## src/rtl/dmem_pkg.sv

```systemverilog
// dmem_pkg: shared types and constants for the data-memory arbiter.
// Funct3 encodings, FSM/owner enums and the default memory size.
package dmem_pkg;

  localparam int DMEM_BYTES = 20480;

  localparam logic [2:0] F3_B  = 3'b000;
  localparam logic [2:0] F3_H  = 3'b001;
  localparam logic [2:0] F3_W  = 3'b010;
  localparam logic [2:0] F3_BU = 3'b100;
  localparam logic [2:0] F3_HU = 3'b101;

  typedef enum logic {
    IDLE,
    ACCESS
  } state_t;

  typedef enum logic {
    OWN_CPU,
    OWN_EXT
  } owner_t;

endpackage

```

## src/rtl/dmem_arbiter_if.sv

```systemverilog
// dmem_arbiter_if: one requester port of the data-memory arbiter.
// master = requester side, slave = arbiter side.
interface dmem_arbiter_if #(
  parameter int ADDR_W = 32,
  parameter int DATA_W = 32
);

  logic              req_valid;
  logic              req_ready;
  logic [ADDR_W-1:0] addr;
  logic [DATA_W-1:0] wdata;
  logic              we;
  logic [2:0]        func3;
  logic              rsp_valid;
  logic [DATA_W-1:0] rdata;
  logic              err;

  modport master (
    output req_valid, addr, wdata, we, func3,
    input  req_ready, rsp_valid, rdata, err
  );

  modport slave (
    input  req_valid, addr, wdata, we, func3,
    output req_ready, rsp_valid, rdata, err
  );

endinterface

```

## src/rtl/dmem_access_check.sv

```systemverilog
// dmem_access_check: combinational legality check of one access.
// Flags out-of-range, misaligned and unsupported-funct3 accesses.
module dmem_access_check
  import dmem_pkg::*;
#(
  parameter int ADDR_W    = 32,
  parameter int MEM_BYTES = DMEM_BYTES
) (
  input  logic [ADDR_W-1:0] addr,
  input  logic              we,
  input  logic [2:0]        func3,
  output logic              legal
);

  localparam logic [ADDR_W-1:0] LIMIT = ADDR_W'(MEM_BYTES);

  logic range_bad;
  logic half_bad;
  logic word_bad;
  logic f3_bad;

  // Each rule is evaluated independently and any hit blocks the access.
  always_comb begin
    range_bad = (addr >= LIMIT);
    half_bad  = (func3[1:0] == 2'b01) && addr[0];
    word_bad  = (func3[1:0] == 2'b10) && (addr[1:0] != 2'b00);
    if (we) begin
      f3_bad = !(func3 inside {F3_B, F3_H, F3_W});
    end else begin
      f3_bad = !(func3 inside {F3_B, F3_H, F3_W, F3_BU, F3_HU});
    end
    legal = !(range_bad | half_bad | word_bad | f3_bad);
  end

endmodule

```

## src/rtl/dmem_arbiter.sv

```systemverilog
// dmem_arbiter: round-robin CPU/loader arbiter for the data memory.
// Accept in IDLE, drive memory in ACCESS, respond the cycle after.
module dmem_arbiter
  import dmem_pkg::*;
#(
  parameter int ADDR_W    = 32,
  parameter int DATA_W    = 32,
  parameter int MEM_BYTES = DMEM_BYTES
) (
  input  logic              clk,
  input  logic              reset,
  dmem_arbiter_if.slave     cpu,
  dmem_arbiter_if.slave     ext,
  output logic [ADDR_W-1:0] mem_addr,
  output logic [DATA_W-1:0] mem_wdata,
  output logic              mem_we,
  output logic [2:0]        mem_func3,
  input  logic [DATA_W-1:0] mem_rdata,
  output logic              busy
);

  state_t            state;
  owner_t            last_grant;
  owner_t            own;
  logic [ADDR_W-1:0] l_addr;
  logic [DATA_W-1:0] l_wdata;
  logic              l_we;
  logic [2:0]        l_f3;
  logic              legal;
  logic              grant_cpu;
  logic              grant_ext;
  logic [DATA_W-1:0] rsp_data;

  dmem_access_check #(
    .ADDR_W    (ADDR_W),
    .MEM_BYTES (MEM_BYTES)
  ) u_check (
    .addr  (l_addr),
    .we    (l_we),
    .func3 (l_f3),
    .legal (legal)
  );

  // Round robin: on a tie the port that did not win last time goes.
  always_comb begin
    grant_cpu = cpu.req_valid &
                (!ext.req_valid | (last_grant == OWN_EXT));
    grant_ext = ext.req_valid & !grant_cpu;
  end

  // Ready only in IDLE and never while reset is held.
  assign cpu.req_ready = reset & (state == IDLE) & grant_cpu;
  assign ext.req_ready = reset & (state == IDLE) & grant_ext;

  // Memory is driven only during ACCESS; writes need a legal access.
  always_comb begin
    busy      = (state == ACCESS);
    mem_addr  = busy ? l_addr  : '0;
    mem_wdata = busy ? l_wdata : '0;
    mem_func3 = busy ? l_f3    : '0;
    mem_we    = busy & l_we & legal;
    rsp_data  = (l_we | !legal) ? '0 : mem_rdata;
  end

  // Sequencer: latch winner, run one access, post owner response.
  always_ff @(posedge clk or negedge reset) begin
    if (!reset) begin
      state         <= IDLE;
      last_grant    <= OWN_EXT;
      own           <= OWN_CPU;
      l_addr        <= '0;
      l_wdata       <= '0;
      l_we          <= 1'b0;
      l_f3          <= '0;
      cpu.rsp_valid <= 1'b0;
      cpu.rdata     <= '0;
      cpu.err       <= 1'b0;
      ext.rsp_valid <= 1'b0;
      ext.rdata     <= '0;
      ext.err       <= 1'b0;
    end else begin
      unique case (state)
        IDLE: begin
          cpu.rsp_valid <= 1'b0;
          ext.rsp_valid <= 1'b0;
          if (cpu.req_ready | ext.req_ready) begin
            l_addr     <= grant_cpu ? cpu.addr  : ext.addr;
            l_wdata    <= grant_cpu ? cpu.wdata : ext.wdata;
            l_we       <= grant_cpu ? cpu.we    : ext.we;
            l_f3       <= grant_cpu ? cpu.func3 : ext.func3;
            own        <= grant_cpu ? OWN_CPU   : OWN_EXT;
            last_grant <= grant_cpu ? OWN_CPU   : OWN_EXT;
            state      <= ACCESS;
          end
        end
        ACCESS: begin
          state <= IDLE;
          if (own == OWN_CPU) begin
            cpu.rsp_valid <= 1'b1;
            cpu.rdata     <= rsp_data;
            cpu.err       <= !legal;
          end else begin
            ext.rsp_valid <= 1'b1;
            ext.rdata     <= rsp_data;
            ext.err       <= !legal;
          end
        end
      endcase
    end
  end

endmodule

```

## src/flat_wrapper.sv

```systemverilog
// flat-port wrapper written by rule: the top's interface ports become plain ports
module dmem_arbiter_flat import dmem_pkg::*;
#(
  parameter int ADDR_W    = 32,
  parameter int DATA_W    = 32,
  parameter int MEM_BYTES = DMEM_BYTES
)
  (clk, reset, mem_addr, mem_wdata, mem_we, mem_func3, mem_rdata, busy, cpu_req_valid, cpu_addr, cpu_wdata, cpu_we, cpu_func3, cpu_req_ready, cpu_rsp_valid, cpu_rdata, cpu_err, ext_req_valid, ext_addr, ext_wdata, ext_we, ext_func3, ext_req_ready, ext_rsp_valid, ext_rdata, ext_err);
  dmem_arbiter_if #(.ADDR_W(ADDR_W), .DATA_W(DATA_W)) cpu_i ();
  dmem_arbiter_if #(.ADDR_W(ADDR_W), .DATA_W(DATA_W)) ext_i ();
  input  logic clk;
  input  logic reset;
  output logic [ADDR_W-1:0] mem_addr;
  output logic [DATA_W-1:0] mem_wdata;
  output logic mem_we;
  output logic [2:0] mem_func3;
  input  logic [DATA_W-1:0] mem_rdata;
  output logic busy;
  input wire logic [$bits(cpu_i.req_valid)-1:0] cpu_req_valid;
  input wire logic [$bits(cpu_i.addr)-1:0] cpu_addr;
  input wire logic [$bits(cpu_i.wdata)-1:0] cpu_wdata;
  input wire logic [$bits(cpu_i.we)-1:0] cpu_we;
  input wire logic [$bits(cpu_i.func3)-1:0] cpu_func3;
  output wire logic [$bits(cpu_i.req_ready)-1:0] cpu_req_ready;
  output wire logic [$bits(cpu_i.rsp_valid)-1:0] cpu_rsp_valid;
  output wire logic [$bits(cpu_i.rdata)-1:0] cpu_rdata;
  output wire logic [$bits(cpu_i.err)-1:0] cpu_err;
  input wire logic [$bits(ext_i.req_valid)-1:0] ext_req_valid;
  input wire logic [$bits(ext_i.addr)-1:0] ext_addr;
  input wire logic [$bits(ext_i.wdata)-1:0] ext_wdata;
  input wire logic [$bits(ext_i.we)-1:0] ext_we;
  input wire logic [$bits(ext_i.func3)-1:0] ext_func3;
  output wire logic [$bits(ext_i.req_ready)-1:0] ext_req_ready;
  output wire logic [$bits(ext_i.rsp_valid)-1:0] ext_rsp_valid;
  output wire logic [$bits(ext_i.rdata)-1:0] ext_rdata;
  output wire logic [$bits(ext_i.err)-1:0] ext_err;
  assign cpu_i.req_valid = cpu_req_valid;
  assign cpu_i.addr = cpu_addr;
  assign cpu_i.wdata = cpu_wdata;
  assign cpu_i.we = cpu_we;
  assign cpu_i.func3 = cpu_func3;
  assign cpu_req_ready = cpu_i.req_ready;
  assign cpu_rsp_valid = cpu_i.rsp_valid;
  assign cpu_rdata = cpu_i.rdata;
  assign cpu_err = cpu_i.err;
  assign ext_i.req_valid = ext_req_valid;
  assign ext_i.addr = ext_addr;
  assign ext_i.wdata = ext_wdata;
  assign ext_i.we = ext_we;
  assign ext_i.func3 = ext_func3;
  assign ext_req_ready = ext_i.req_ready;
  assign ext_rsp_valid = ext_i.rsp_valid;
  assign ext_rdata = ext_i.rdata;
  assign ext_err = ext_i.err;
  dmem_arbiter #(.ADDR_W(ADDR_W), .DATA_W(DATA_W), .MEM_BYTES(MEM_BYTES)) u_core (.clk(clk), .reset(reset), .cpu(cpu_i), .ext(ext_i), .mem_addr(mem_addr), .mem_wdata(mem_wdata), .mem_we(mem_we), .mem_func3(mem_func3), .mem_rdata(mem_rdata), .busy(busy));
endmodule
```

## config.mk

```make
export PLATFORM = sky130hd
export DESIGN_NAME = dmem_arbiter_flat
export DESIGN_NICKNAME = d
export VERILOG_FILES = /design/src/rtl/dmem_pkg.sv /design/src/rtl/dmem_arbiter_if.sv /design/src/rtl/dmem_access_check.sv /design/src/rtl/dmem_arbiter.sv /design/src/flat_wrapper.sv
export SDC_FILE = /design/constraint.sdc
export NUM_CORES = 1
export LEC_CHECK = 0
export ABC_AREA = 1
export CORE_ASPECT_RATIO = 1.75
export CORE_MARGIN = 10
export CORE_UTILIZATION = 30
export DETAILED_ROUTE_END_ITERATION = 16
export RECOVER_POWER = 100
export SYNTH_ARGS = -nofsm -noshare
export SYNTH_HDL_FRONTEND = slang
export SYNTH_SLANG_ARGS = --single-unit
export TNS_END_PERCENT = 50
```

## constraint.sdc

```tcl
create_clock -name clk -period 3 [get_ports clk]
set_input_delay 0.3 -clock clk [delete_from_list [all_inputs] [get_ports clk]]
set_output_delay 0.3 -clock clk [all_outputs]
set_load 0.02 [all_outputs]
```

==> metrics.csv <==
metric,value,unit
PortBufs,310,
total power draw,0.00618,W
hpwl dp,19600,um
DRT Pass-1 Iters,7,
H-tree Lvls,4,
CP Capture Type,output pin,
worst-path fanout max,17,
Worst-path clk slew,0.06,ns
via count,6859,
Die Y,222,um
die area,30000,um^2
synthesized net count,1111,
Clock Sinks,139,
Mapped Cells,939,
CTS root buf,clkbuf_16,
vias in the first global route,6799,
PD cells,569,nW/um^2
final clock skew,0.00828,ns
GRT Residual Overflow,0,
Chip Width,135,um
final net count,1391,
"FFs w/ async S/R, synth",100,%
Final ANT Viol Nets,0,
final worst path period share,90.7,%
cells along the critical path,o21ai_0 > buf_4 > nor2_1 > dlygate4sd3_1,
maxcap violations,2,
final hold vios,0,
Worst-Margin Slew,1.60,ns
Syn-to-layout area delta,55.6,%
"wirelength, routed",25700,um
register area share after synthesis,49.8,%
Tot GR Track Use,16.9,%
core area,22800,um^2
Slew headroom,-6.53,%
Setup TNS Final,0,ns
worst min-delay path class,in2async,
initial drt markers,396,
Peak VDD IR,0.339,mV
CP required,2.70,ns
crit path kind,reg2out,
Finish-stage setup viols,0,
initial antenna violation count,1,
DR WL/cell,16.7,um
placement row count,73,
Synth cell types,23,
Post-synth EDFFs,0,
Syn Area/Cell,7.44,um^2
RSZ-0062 raised after global routing,no,
setup bufs post-CTS,0,
TritonCTS Buffers,17,
Worst Path Arrival,2.42,ns
Critical Path Start Type,register,
IO Pins,311,
Initial Util,30.6,%
"Min Clock Period, post-route",2.72,ns
Longest Clk Path Bufs,2,
critical path's slowest cell,dlygate4sd3_1,
Worst Reg-to-Reg Cells,5,
CTS tree,done,
mapped cell area,6980,um^2
Post-synth top flop,dfrtp_1,
largest net degree at the start of global routing,121,
"commonest non-fill, non-tap cell in the layout",nand2_1,
post_cts resized,0,
most frequent cells in the layout,"343 x nand2_1, 172 x clkdlybuf4s50_1, 148 x inv_1",
fmax,0.367,GHz
fraction of layout cells with a size suffix above 1,4.55,%
Synth Warn #,0,
#FFs+latches synth,139,
clock insertion delay at the later pin of the skew report,0.42,ns
status,finished with violations,
first-pass GRT wire length,39200,um
R2R Setup Slk,0.49,ns
failing checks,"max-capacitance violations, max-slew violations",
DRC,0,
gpl congestion,0.796,
CP max stage delay,0.75,ns
P_leak,6.07,nW
Final Max Slew Viols,126,
Vias/cell,4.48,
-- where the power goes --
| part | internal [W] | switching (W) | total (W) |
|---|---|---|---|
| clock network | 0.00150 | 0.000780 | 0.00228 |
| registers | 0.00216 | 0.000190 | 0.00235 |
| logic | 0.000634 | 0.000921 | 0.00155 |
-- synthesized netlist by cell type (5+ instances only) --
cell	count	area [um^2]
buf_1	5	18.8
buf_2	13	65.1
buf_4	8	60.1
buf_6	6	67.6
clkbuf_1	31	116
dfrtp_1	138	3450
inv_1	146	548
inv_2	8	30.0
nand2_1	343	1290
nand4_1	64	400
nor2_1	22	82.6
nor2_2	5	31.3
o211ai_1	11	82.6
o21ai_0	65	325
o21ai_1	62	310
-- worst paths after layout --
kind / from / endpoint
max: u_core.last_grant / cpu_req_ready
min: reset / u_core.cpu.rdata[30]
max reg2reg: u_core.busy / u_core.cpu.err
min reg2reg: u_core.cpu.rdata[6] / u_core.cpu.rdata[6]
max in group asynchronous: reset / u_core.busy
min in group clk: u_core.cpu.rdata[6] / u_core.cpu.rdata[6]
-- metrics by stage --
stage          instances  utilization, %  hold WS [ns]  worst slack (ns)  instance area (um^2)
2_1_floorplan        939               -       0.00441              1.26                  6980
3_3_place_gp        1499            44.9         0.152             0.736                 10300
3_5_place_dp        1499            44.9         0.151             0.699                 10300
4_1_cts             1531            47.7         0.260             0.387                 10900
5_1_grt             1532            47.6         0.292             0.182                 10900
6_report            1532            47.6         0.278             0.278                 10900
-- routing by layer --
| layer | part of all wire [%] | vias to the layer above | global-route usage (%) |
|---|---|---|---|
| li1 | - | 3480 | - |
| met1 | 36 | 3124 | 17.2 |
| met2 | 55 | 230 | 31.1 |
| met3 | 6.9 | 25 | 5.10 |
| met4 | 2.3 | 0 | 6.47 |
| met5 | 0 | - | 0 |
-- flip-flops by register name, summed over array words and instances, names as in the netlist --
signal                cells
u_core.l_wdata           32
u_core.l_we               1
u_core.cpu.err            1
u_core.l_addr            32
u_core.own                1
u_core.cpu.rsp_valid      1
u_core.busy               1
u_core.l_f3               3
u_core.last_grant         1
u_core.cpu.rdata         32
u_core.ext.rsp_valid      1
u_core.ext.err            1
u_core.ext.rdata         32
-- final cells by class --
class / instances / area [um^2]
repair buffers: 324 / 3210
diodes: 1 / 2.50
flip-flops and latches: 139 / 3480
inverters: 154 / 578
clock inverters: 6 / 133
clock buffers: 25 / 505
fillers: 2302 / 12000
well taps: 300 / 375
multi-input cells: 583 / 2590
-- critical path: cells and delay by family (launching register included) --
| family | cells | cell delay (ns) |
|---|---|---|
| AND/OR/NAND/NOR | 1 | 0.23 |
| flip-flops | 1 | 0.53 |
| AO/OA/AOI/OAI | 1 | 0.22 |
| buffers and inverters | 2 | 1.02 |
-- timing repair --
item / CTS / global route
endpoints found under the setup margin: 0 / 0
endpoints found under the hold margin: 15 / 0
hold buffers: 1 / 0
-- logic make-up after synthesis --
kind of cell / Yosys count / synth area share [%]
compound gates: 142 / 10.6
buf+inv: 217 / 13.0
flops: 139 / 49.8
simple gates: 441 / 26.6
Power figures use the tool's default switching activity.
